[src/rtl/alu_seq.sv]
// alu_seq: handshaked ALU with a multi-cycle unsigned shift-add multiplier.
//
// Ports
//   clk, rst               clock, synchronous active-high reset
//   in_valid / in_ready    request channel; op, a, b are captured on accept
//   op                     000 add, 001 sub, 010 not a, 011 and, 100 or,
//                          101 xor, 110 signed lt, 111 unsigned mul
//   a, b                   operands
//   out_valid / out_ready  response channel
//   result, result_hi      result (low half for mul), high half of mul product
//   carry, overflow        carry-out (sub: 1 = no borrow); signed overflow,
//                          or nonzero high half for mul
//   zero, negative         derived from result only
//
// Single-cycle ops register their result straight from the request inputs.
// A mul spends WIDTH cycles in BUSY, one shift-add step per cycle. Results
// are held in DONE until out_ready, then kept (stale) through IDLE.
module alu_seq #(
    parameter int WIDTH = 8,
    parameter int CNT_W = $clog2(WIDTH + 1)
) (
    input  logic             clk,
    input  logic             rst,
    input  logic             in_valid,
    output logic             in_ready,
    input  logic [2:0]       op,
    input  logic [WIDTH-1:0] a,
    input  logic [WIDTH-1:0] b,
    output logic             out_valid,
    input  logic             out_ready,
    output logic [WIDTH-1:0] result,
    output logic [WIDTH-1:0] result_hi,
    output logic             carry,
    output logic             overflow,
    output logic             zero,
    output logic             negative
);

    localparam int MSB = WIDTH - 1;
    localparam logic [WIDTH:0] ONE = 1;
    localparam logic [CNT_W-1:0] LAST_STEP = CNT_W'(WIDTH - 1);

    typedef enum logic [1:0] {
        S_IDLE,
        S_BUSY,
        S_DONE
    } state_t;

    state_t state_q, state_d;

    logic [WIDTH-1:0]   res_q, res_d;
    logic [WIDTH-1:0]   hi_q, hi_d;
    logic               c_q, c_d;
    logic               v_q, v_d;
    logic               z_q, z_d;
    logic               n_q, n_d;

    logic [2*WIDTH-1:0] mcand_q, mcand_d;
    logic [2*WIDTH-1:0] acc_q, acc_d;
    logic [WIDTH-1:0]   mplier_q, mplier_d;
    logic [CNT_W-1:0]   cnt_q, cnt_d;

    // single-cycle datapath, fed directly from the request inputs
    logic [WIDTH:0]     sum_add, sum_sub;
    logic [WIDTH-1:0]   alu_res;
    logic               alu_c, alu_v;
    logic [2*WIDTH-1:0] acc_step;

    assign sum_add = {1'b0, a} + {1'b0, b};
    assign sum_sub = {1'b0, a} + {1'b0, ~b} + ONE;

    always_comb begin
        alu_res = '0;
        alu_c   = 1'b0;
        alu_v   = 1'b0;
        case (op)
            3'b000: begin
                alu_res = sum_add[MSB:0];
                alu_c   = sum_add[WIDTH];
                alu_v   = (a[MSB] == b[MSB]) && (sum_add[MSB] != a[MSB]);
            end
            3'b001: begin
                alu_res = sum_sub[MSB:0];
                alu_c   = sum_sub[WIDTH];
                alu_v   = (a[MSB] != b[MSB]) && (sum_sub[MSB] != a[MSB]);
            end
            3'b010:  alu_res = ~a;
            3'b011:  alu_res = a & b;
            3'b100:  alu_res = a | b;
            3'b101:  alu_res = a ^ b;
            3'b110:  alu_res = {{(WIDTH-1){1'b0}}, ($signed(a) < $signed(b))};
            default: alu_res = '0;  // mul is handled by the sequencer
        endcase
    end

    // one shift-add step: add the shifted multiplicand when the current
    // multiplier LSB is set
    assign acc_step = mplier_q[0] ? (acc_q + mcand_q) : acc_q;

    always_comb begin
        state_d  = state_q;
        res_d    = res_q;
        hi_d     = hi_q;
        c_d      = c_q;
        v_d      = v_q;
        z_d      = z_q;
        n_d      = n_q;
        mcand_d  = mcand_q;
        acc_d    = acc_q;
        mplier_d = mplier_q;
        cnt_d    = cnt_q;

        case (state_q)
            S_IDLE: begin
                if (in_valid) begin
                    if (op == 3'b111) begin
                        mcand_d  = {{WIDTH{1'b0}}, a};
                        mplier_d = b;
                        acc_d    = '0;
                        cnt_d    = '0;
                        state_d  = S_BUSY;
                    end else begin
                        res_d   = alu_res;
                        hi_d    = '0;
                        c_d     = alu_c;
                        v_d     = alu_v;
                        z_d     = (alu_res == '0);
                        n_d     = alu_res[MSB];
                        state_d = S_DONE;
                    end
                end
            end
            S_BUSY: begin
                acc_d    = acc_step;
                mcand_d  = mcand_q << 1;
                mplier_d = mplier_q >> 1;
                cnt_d    = cnt_q + 1'b1;
                // final step: publish the product taken from this step's sum
                if (cnt_q == LAST_STEP) begin
                    res_d   = acc_step[MSB:0];
                    hi_d    = acc_step[2*WIDTH-1:WIDTH];
                    c_d     = 1'b0;
                    v_d     = |acc_step[2*WIDTH-1:WIDTH];
                    z_d     = (acc_step[MSB:0] == '0);
                    n_d     = acc_step[MSB];
                    state_d = S_DONE;
                end
            end
            S_DONE: begin
                if (out_ready) state_d = S_IDLE;
            end
            default: state_d = S_IDLE;
        endcase
    end

    always_ff @(posedge clk) begin
        if (rst) begin
            state_q  <= S_IDLE;
            res_q    <= '0;
            hi_q     <= '0;
            c_q      <= 1'b0;
            v_q      <= 1'b0;
            z_q      <= 1'b0;
            n_q      <= 1'b0;
            mcand_q  <= '0;
            acc_q    <= '0;
            mplier_q <= '0;
            cnt_q    <= '0;
        end else begin
            state_q  <= state_d;
            res_q    <= res_d;
            hi_q     <= hi_d;
            c_q      <= c_d;
            v_q      <= v_d;
            z_q      <= z_d;
            n_q      <= n_d;
            mcand_q  <= mcand_d;
            acc_q    <= acc_d;
            mplier_q <= mplier_d;
            cnt_q    <= cnt_d;
        end
    end

    assign in_ready  = (state_q == S_IDLE);
    assign out_valid = (state_q == S_DONE);
    assign result    = res_q;
    assign result_hi = hi_q;
    assign carry     = c_q;
    assign overflow  = v_q;
    assign zero      = z_q;
    assign negative  = n_q;

endmodule

[config.mk]
export PLATFORM = sky130hd
export DESIGN_NAME = alu_seq
export DESIGN_NICKNAME = d
export VERILOG_FILES = /design/src/rtl/alu_seq.sv
export SDC_FILE = /design/constraint.sdc
export NUM_CORES = 1
export LEC_CHECK = 0
export CORE_MARGIN = 3
export CORE_UTILIZATION = 37
export CTS_CLUSTER_SIZE = 40
export DETAILED_ROUTE_END_ITERATION = 12
export GPL_ROUTABILITY_DRIVEN = 0
export MAX_ROUTING_LAYER = met4
export PLACE_DENSITY = 0.66
export REMOVE_ABC_BUFFERS = 1
export SYNTH_ARGS = -nofsm -noshare
export SYNTH_HDL_FRONTEND = slang
export SYNTH_SLANG_ARGS = --single-unit
[constraint.sdc]
create_clock -name clk -period 3.3 [get_ports clk]
set_clock_uncertainty 0.1 [all_clocks]
set_input_delay 0.99 -clock clk [delete_from_list [all_inputs] [get_ports clk]]
set_output_delay 0.99 -clock clk [all_outputs]
set_load 0.005 [all_outputs]
==> results.ini, run 1 <==
[setup_path]
path_max_fanout = 3
reg2reg_depth = 11
cp.required_ns = 3.42
r2r_setup_slack_ns = 0.1
arrival_ns = 3.33
r2r-end = overflow
rr_startpoint = mcand_q[0]
cp-end-kind = register
start_kind = register
critPathKind = reg2reg

[layout]
final_common_cell = nor2_1
diodes = 0
area_growth_pct = 32.8
n_fill_cell = 1180
nets = 792
instances_no_fill = 897
drive_gt1_share_pct = 18.8
final_cell_mix = 97 x nor2_1, 79 x buf_4, 70 x a21oi_1
stdcell_area_um2 = 6240
final_util_pct = 51.1

[grt]
grt_pass1_wl_um = 23000
grt_max_degree = 42
gr-total-overflow = 0
antenna_found_initial = 0
grt_pass1_vias = 4809
grt_usage_pct = 20.4

[sta]
finalSetupTns_ns = 0
fin_crit_ns = 3.20
worst_slew_pin_slew_ns = 0.968
hold_ws_ns = 0.366
fmax_mhz = 312
min_period_over_period_pct = 97.1
rsz0062_at_grt = no
finalSetupViolations = 0
maxSlewHeadroom_pct = 35.4
slew_violations = 0
final_hold_viol_count = 0

[synth]
ys_types = 62
synthArstFlopShare_pct = 0
synth_area_um2 = 4700
synthFlopType = dfxtp_1
syn_area_per_cell_um2 = 7.48
syn_inst = 628
yosysTopAreaCellShare_pct = 27.7
synth_edf_count = 0
yosys.area.top_type = dfxtp_1
synth-seq-cells = 65
yosysSeqAreaShare_pct = 27.7
yosysWarnings = 0
synthTopCellsByArea = dfxtp_1 28%, ha_1 11%, nor2_1 7.9%

[floorplan]
start_util_pct = 38.5
core_area_um2 = 12200
die_h_um = 119
io_pins = 45
die_w_um = 119
row_count = 40
dieArea_um2 = 14100

[routing]
finalWirelength_um = 13700
viasPerCell = 5.48
vias = 4914
drc = 0
drtIter0Drc = 281
wl_per_cell_um = 15.3
ant_nets = 0
drt-pass1-iter-count = 5

[clock_network]
holdBufCountCts = 0
numCtsBuffers = 9
cts_tree = yes
clk_latency_ns = 0.33
root_buffer = clkbuf_16
clkSinkCount = 65
cts_buffer_depth = 2
h-tree-depth = 3
path_clk_slew_ns = 0.06

[placed_design]
dpl.hpwl_um = 10200
io_buffers = 44
placed_area_um2 = 5780
post-place-cells = 877

[flow_run]
cap_violations = 0

[worst_hold_path]
hold_end = result[3]
min_from = result[3]
hold_path_class = reg2reg
hold_depth = 2

[power_and_ir_drop]
ir_worst_vdd_mv = 0.272
leakage_nw = 2.66
power_density_nw_per_um2 = 365

[run_status]
status = finished, final reports clean

[worst max-delay path, stage by stage, from the launching register on]
cell and delay (ns):
dfxtp_1 0.33, ha_1 0.24, fa_1 0.42, a211oi_2 0.29, o21ai_1 0.15, a31oi_1 0.23, nand2_1 0.09, nand2_1 0.09
xor2_1 0.16, a21oi_1 0.13, or4_1 0.58, o31a_1 0.30
[logic make-up after synthesis]
| logic type | share of synthesized area [%] |
|---|---|
| XOR/XNOR | 3.17 |
| AO/OA/AOI/OAI | 27.0 |
| AND/OR/NAND/NOR | 20.5 |
| adder cells (fa/ha/maj) | 12.5 |
| flip-flops | 27.7 |
| buffers and inverters | 6.18 |
| multiplexers | 2.98 |
[where the power goes]
part | internal (W) | leakage [nW] | total, W | switching (W)
logic | 0.000239 | 1.98 | 0.000486 | 0.000247
clock network | 0.000591 | 0.150 | 0.000965 | 0.000374
registers | 0.000804 | 0.526 | 0.000827 | 0.0000225
total | 0.00163 | 2.66 | 0.00228 | 0.000644
[routing by layer]
layer  vias up  share of wire, %  global-route usage (%)
met5         -                 0                       -
met4         0               2.2                    6.81
met3        27               4.5                    3.44
met2       126                48                    33.5
met1      2336                45                    25.4
li1       2425                 -                       -
[synth_stat cells (9+ instances only)]
library cell	count
a22oi_1	12
a21o_1	9
a21oi_1	74
a31oi_1	10
xnor2_1	13
nand3_1	24
clkbuf_1	30
dfxtp_1	65
inv_1	33
o21ai_0	27
nand2_1	43
ha_1	42
nor3_1	13
nor2_1	99
a211oi_1	24
[layout make-up]
cell class | count | area, um2 | area share (%)
Tap cell | 168 | 210 | 3.37
Clock buffer | 9 | 225 | 3.61
Multi-Input combinational cell | 490 | 3230 | 51.7
Clock inverter | 7 | 78.8 | 1.26
Inverter | 33 | 124 | 1.99
Timing Repair Buffer | 125 | 1070 | 17.2
Sequential cell | 65 | 1300 | 20.9
[per-stage QoR]
step	total power (W)	setup WS [ns]
finish	0.00228	0.0957
global route	0.00238	0.00971
CTS	0.00228	0.00660
detailed placement	0.00129	-0.727
global placement	0.00128	-0.624
floorplan	0.00105	-0.0692
[repair_timing]
action,in CTS,in global routing
endpoints found under the setup margin,9,9
setup buffers,2,2
cloned,0,0
resized for setup,22,16
pin swaps,13,10
[worst max path at each step]
stage / from / cells past startpoint / slack (ns) / end
after global routing: a[0] / 16 / 0.01 / result[4]
after global placement: a[1] / 13 / -0.62 / zero
after floorplan: b[1] / 11 / -0.07 / zero
final: mcand_q[0] / 11 / 0.1 / overflow
after CTS: b[0] / 12 / 0.007 / carry
after detailed placement: a[1] / 13 / -0.73 / zero
[registers in the layout (all words and copies together), names as in the netlist]
signal	count
cnt_q	4
carry	1
zero	1
acc_q	16
state_q	2
result	7
mplier_q	8
negative	1
overflow	1
result_hi	8
mcand_q	16
(Power assumes the default switching activity.)
==> run 2, diff against run 1 <==
- CORE_MARGIN: 3 -> not set
==> run 2 against run 1 <==
Clock power shrank 2.1%. Sequential share of layout area fell by 0.30 points. Critical path depth is 1 lower. Fmax rose by 0.44%. Combinational power rose by 3%. First-iteration DRC count is 17% lower. Non-clock buffer count grew 9. Flip-flop and latch count unchanged. Total power shrank 0.23%. Cell area rose by 1.5%. Hold slack got worse by 0.0071 ns. Critical endpoint unchanged. Largest power group unchanged.
==> results.ini, run 2 (synthesis results as in run 1) <==
[floorplan]
die_h_um = 115  ; -3.4%
io_pins = 45  ; unchanged
row_count = 40  ; unchanged
start_util_pct = 38.5  ; unchanged
dieArea_um2 = 13100  ; -6.6%
die_w_um = 115  ; -3.4%
core_area_um2 = 12200  ; unchanged

[worst_hold_path]
hold_depth = 2  ; unchanged
min_from = result[3]
hold_path_class = reg2reg
hold_end = result[3]

[setup_path]
r2r_setup_slack_ns = 0.11  ; about the same
start_kind = register
reg2reg_depth = 10  ; -1
cp.required_ns = 3.42  ; about the same
crit_start = mcand_q[0]
rr_startpoint = mcand_q[0]
path_max_fanout = 3  ; unchanged
r2r-end = overflow
cp-end-kind = register
arrival_ns = 3.31  ; -0.02 ns
critPathKind = reg2reg

[layout]
final_common_cell = nor2_1
n_fill_cell = 1193  ; +1.1%
final_cell_mix = 98 x nor2_1, 87 x buf_4, 69 x a21oi_1
reg_top3 = acc_q x16, mcand_q x16
stdcell_area_um2 = 6330  ; +1.5%
diodes = 0  ; unchanged
final_util_pct = 51.8  ; +0.75 points
area_growth_pct = 34.8
nets = 801  ; +1.1%
drive_gt1_share_pct = 21.3  ; +2.5 points

[clock_network]
cts_buffer_depth = 2  ; unchanged
numCtsBuffers = 9  ; unchanged
clk_latency_ns = 0.33  ; about the same
path_clk_slew_ns = 0.06  ; about the same
cts_tree = yes
h-tree-depth = 3  ; unchanged
clkSinkCount = 65  ; unchanged
root_buffer = clkbuf_16

[power_and_ir_drop]
power_switching_w = 0.000634  ; -1.5%
internal_power_w = 0.00164  ; +0.27%
leakage_nw = 2.69  ; +1.0%
pwr-share-clk_pct = 41.6  ; -0.7 points
ir_worst_vdd_mv = 0.237  ; -13%
p_seq_share_pct = 36.4  ; about the same
power_density_nw_per_um2 = 359  ; -1.7%
combPwrFrac_pct = 22.0  ; +0.6 points
swShare_pct = 27.9  ; -0.36 points

[flow_run]
cap_violations = 0  ; unchanged

[routing]
drtIter0Drc = 233  ; -17%
ant_nets = 0  ; unchanged
drc = 0  ; unchanged
drt-pass1-iter-count = 5  ; unchanged
vias = 4906  ; -0.16%
finalWirelength_um = 13600  ; -0.63%
viasPerCell = 5.42  ; -1.2%
wl_per_cell_um = 15.0  ; -1.6%

[sta]
finalSetupTns_ns = 0  ; unchanged
finalSetupViolations = 0  ; unchanged
min_period_over_period_pct = 96.7  ; -0.42 points
slew_violations = 0  ; unchanged
fmax_mhz = 313  ; +0.44%
worst_slew_pin_slew_ns = 0.954  ; -0.0143 ns
setup_ws_ns = 0.110  ; +0.0140 ns
final_hold_viol_count = 0  ; unchanged
maxSlewHeadroom_pct = 36.3  ; +0.96 points
fin_crit_ns = 3.19  ; -0.0140 ns

[grt]
gr-total-overflow = 0  ; unchanged
grt_pass1_wl_um = 23000  ; about the same
grt_usage_pct = 22.4  ; +2.1 points
grt_pass1_vias = 4852  ; +0.89%
grt_max_degree = 36  ; -14%
antenna_found_initial = 0  ; unchanged

[placed_design]
placed_area_um2 = 5850  ; +1.2%
io_buffers = 44  ; unchanged
dpl.hpwl_um = 10300  ; +1.2%
dpl_worst_slack_ns = -0.627  ; +0.0995 ns

[run_status]
status = finished, final reports clean

-- run 2: cell types whose count changed in the layout (fill, tap and decap cells not counted), sizes merged --
cell          delta
clkinvlp         +1
dlymetal6s2s     -1
clkinv           -1
dlygate4sd2      +1
buf              +9
-- run 2: layout make-up --
type	instances	area [um2]	area share, %
timing repair buffer	134	1140	18.0
clock inverter	7	70.1	1.11
multi-input combinational	490	3260	51.5
sequential	65	1300	20.6
clock buffer	9	225	3.56
inverter	33	124	1.96
tap	168	210	3.32
-- run 2: worst max-delay path, stage by stage (launching register included) --
cell      delay, ns
dfxtp_1        0.32
ha_1           0.23
fa_1           0.42
a211oi_2       0.26
o21ai_1        0.15
a31oi_2        0.26
nand2_1        0.10
xor2_1         0.15
mux2_2         0.27
or4_1          0.51
o31a_1         0.31
-- run 2: stage by stage --
stage	hold slack, ns	total power [W]	instances
CTS	0.367	0.00227	905
global route	0.397	0.00237	906
floorplan	0.342	0.00105	588
detailed placement	0.356	0.00130	886
global placement	0.349	0.00129	886
finish	0.359	0.00227	906
-- run 2: worst max path at each step --
stage / slack (ns) / endpoint / depth (start not counted)
final: 0.11 / overflow / 10
after CTS: 0.005 / result[0] / 14
after global placement: -0.62 / zero / 13
after global routing: -0.005 / result[6] / 13
after detailed placement: -0.63 / zero / 13
after floorplan: -0.07 / zero / 11
-- run 2: power by group through the flow --
stage	sequential, W	combinational (W)	clock [W]
2_1_floorplan	0.000837	0.000211	0
3_3_place_gp	0.000843	0.000449	0
3_5_place_dp	0.000844	0.000457	0
4_1_cts	0.000827	0.000480	0.000959
5_1_grt	0.000829	0.000546	0.000994
6_report	0.000827	0.000501	0.000945
-- run 2: timing repair --
item / in CTS / in global routing
setup buffers: 3 / 1
resized for setup: 27 / 19
setup endpoints to repair: 8 / 8
hold endpoints to repair: 0 / 0
hold buffers: 0 / 0
pin swaps: 12 / 15
-- run 2: per-layer routing --
metal	vias up	track usage [%]	wire length, um
met5	-	-	0
met4	0	9.87	379
met3	29	2.81	658
met2	138	35.8	6530
met1	2295	28.5	6060
li1	2444	-	-
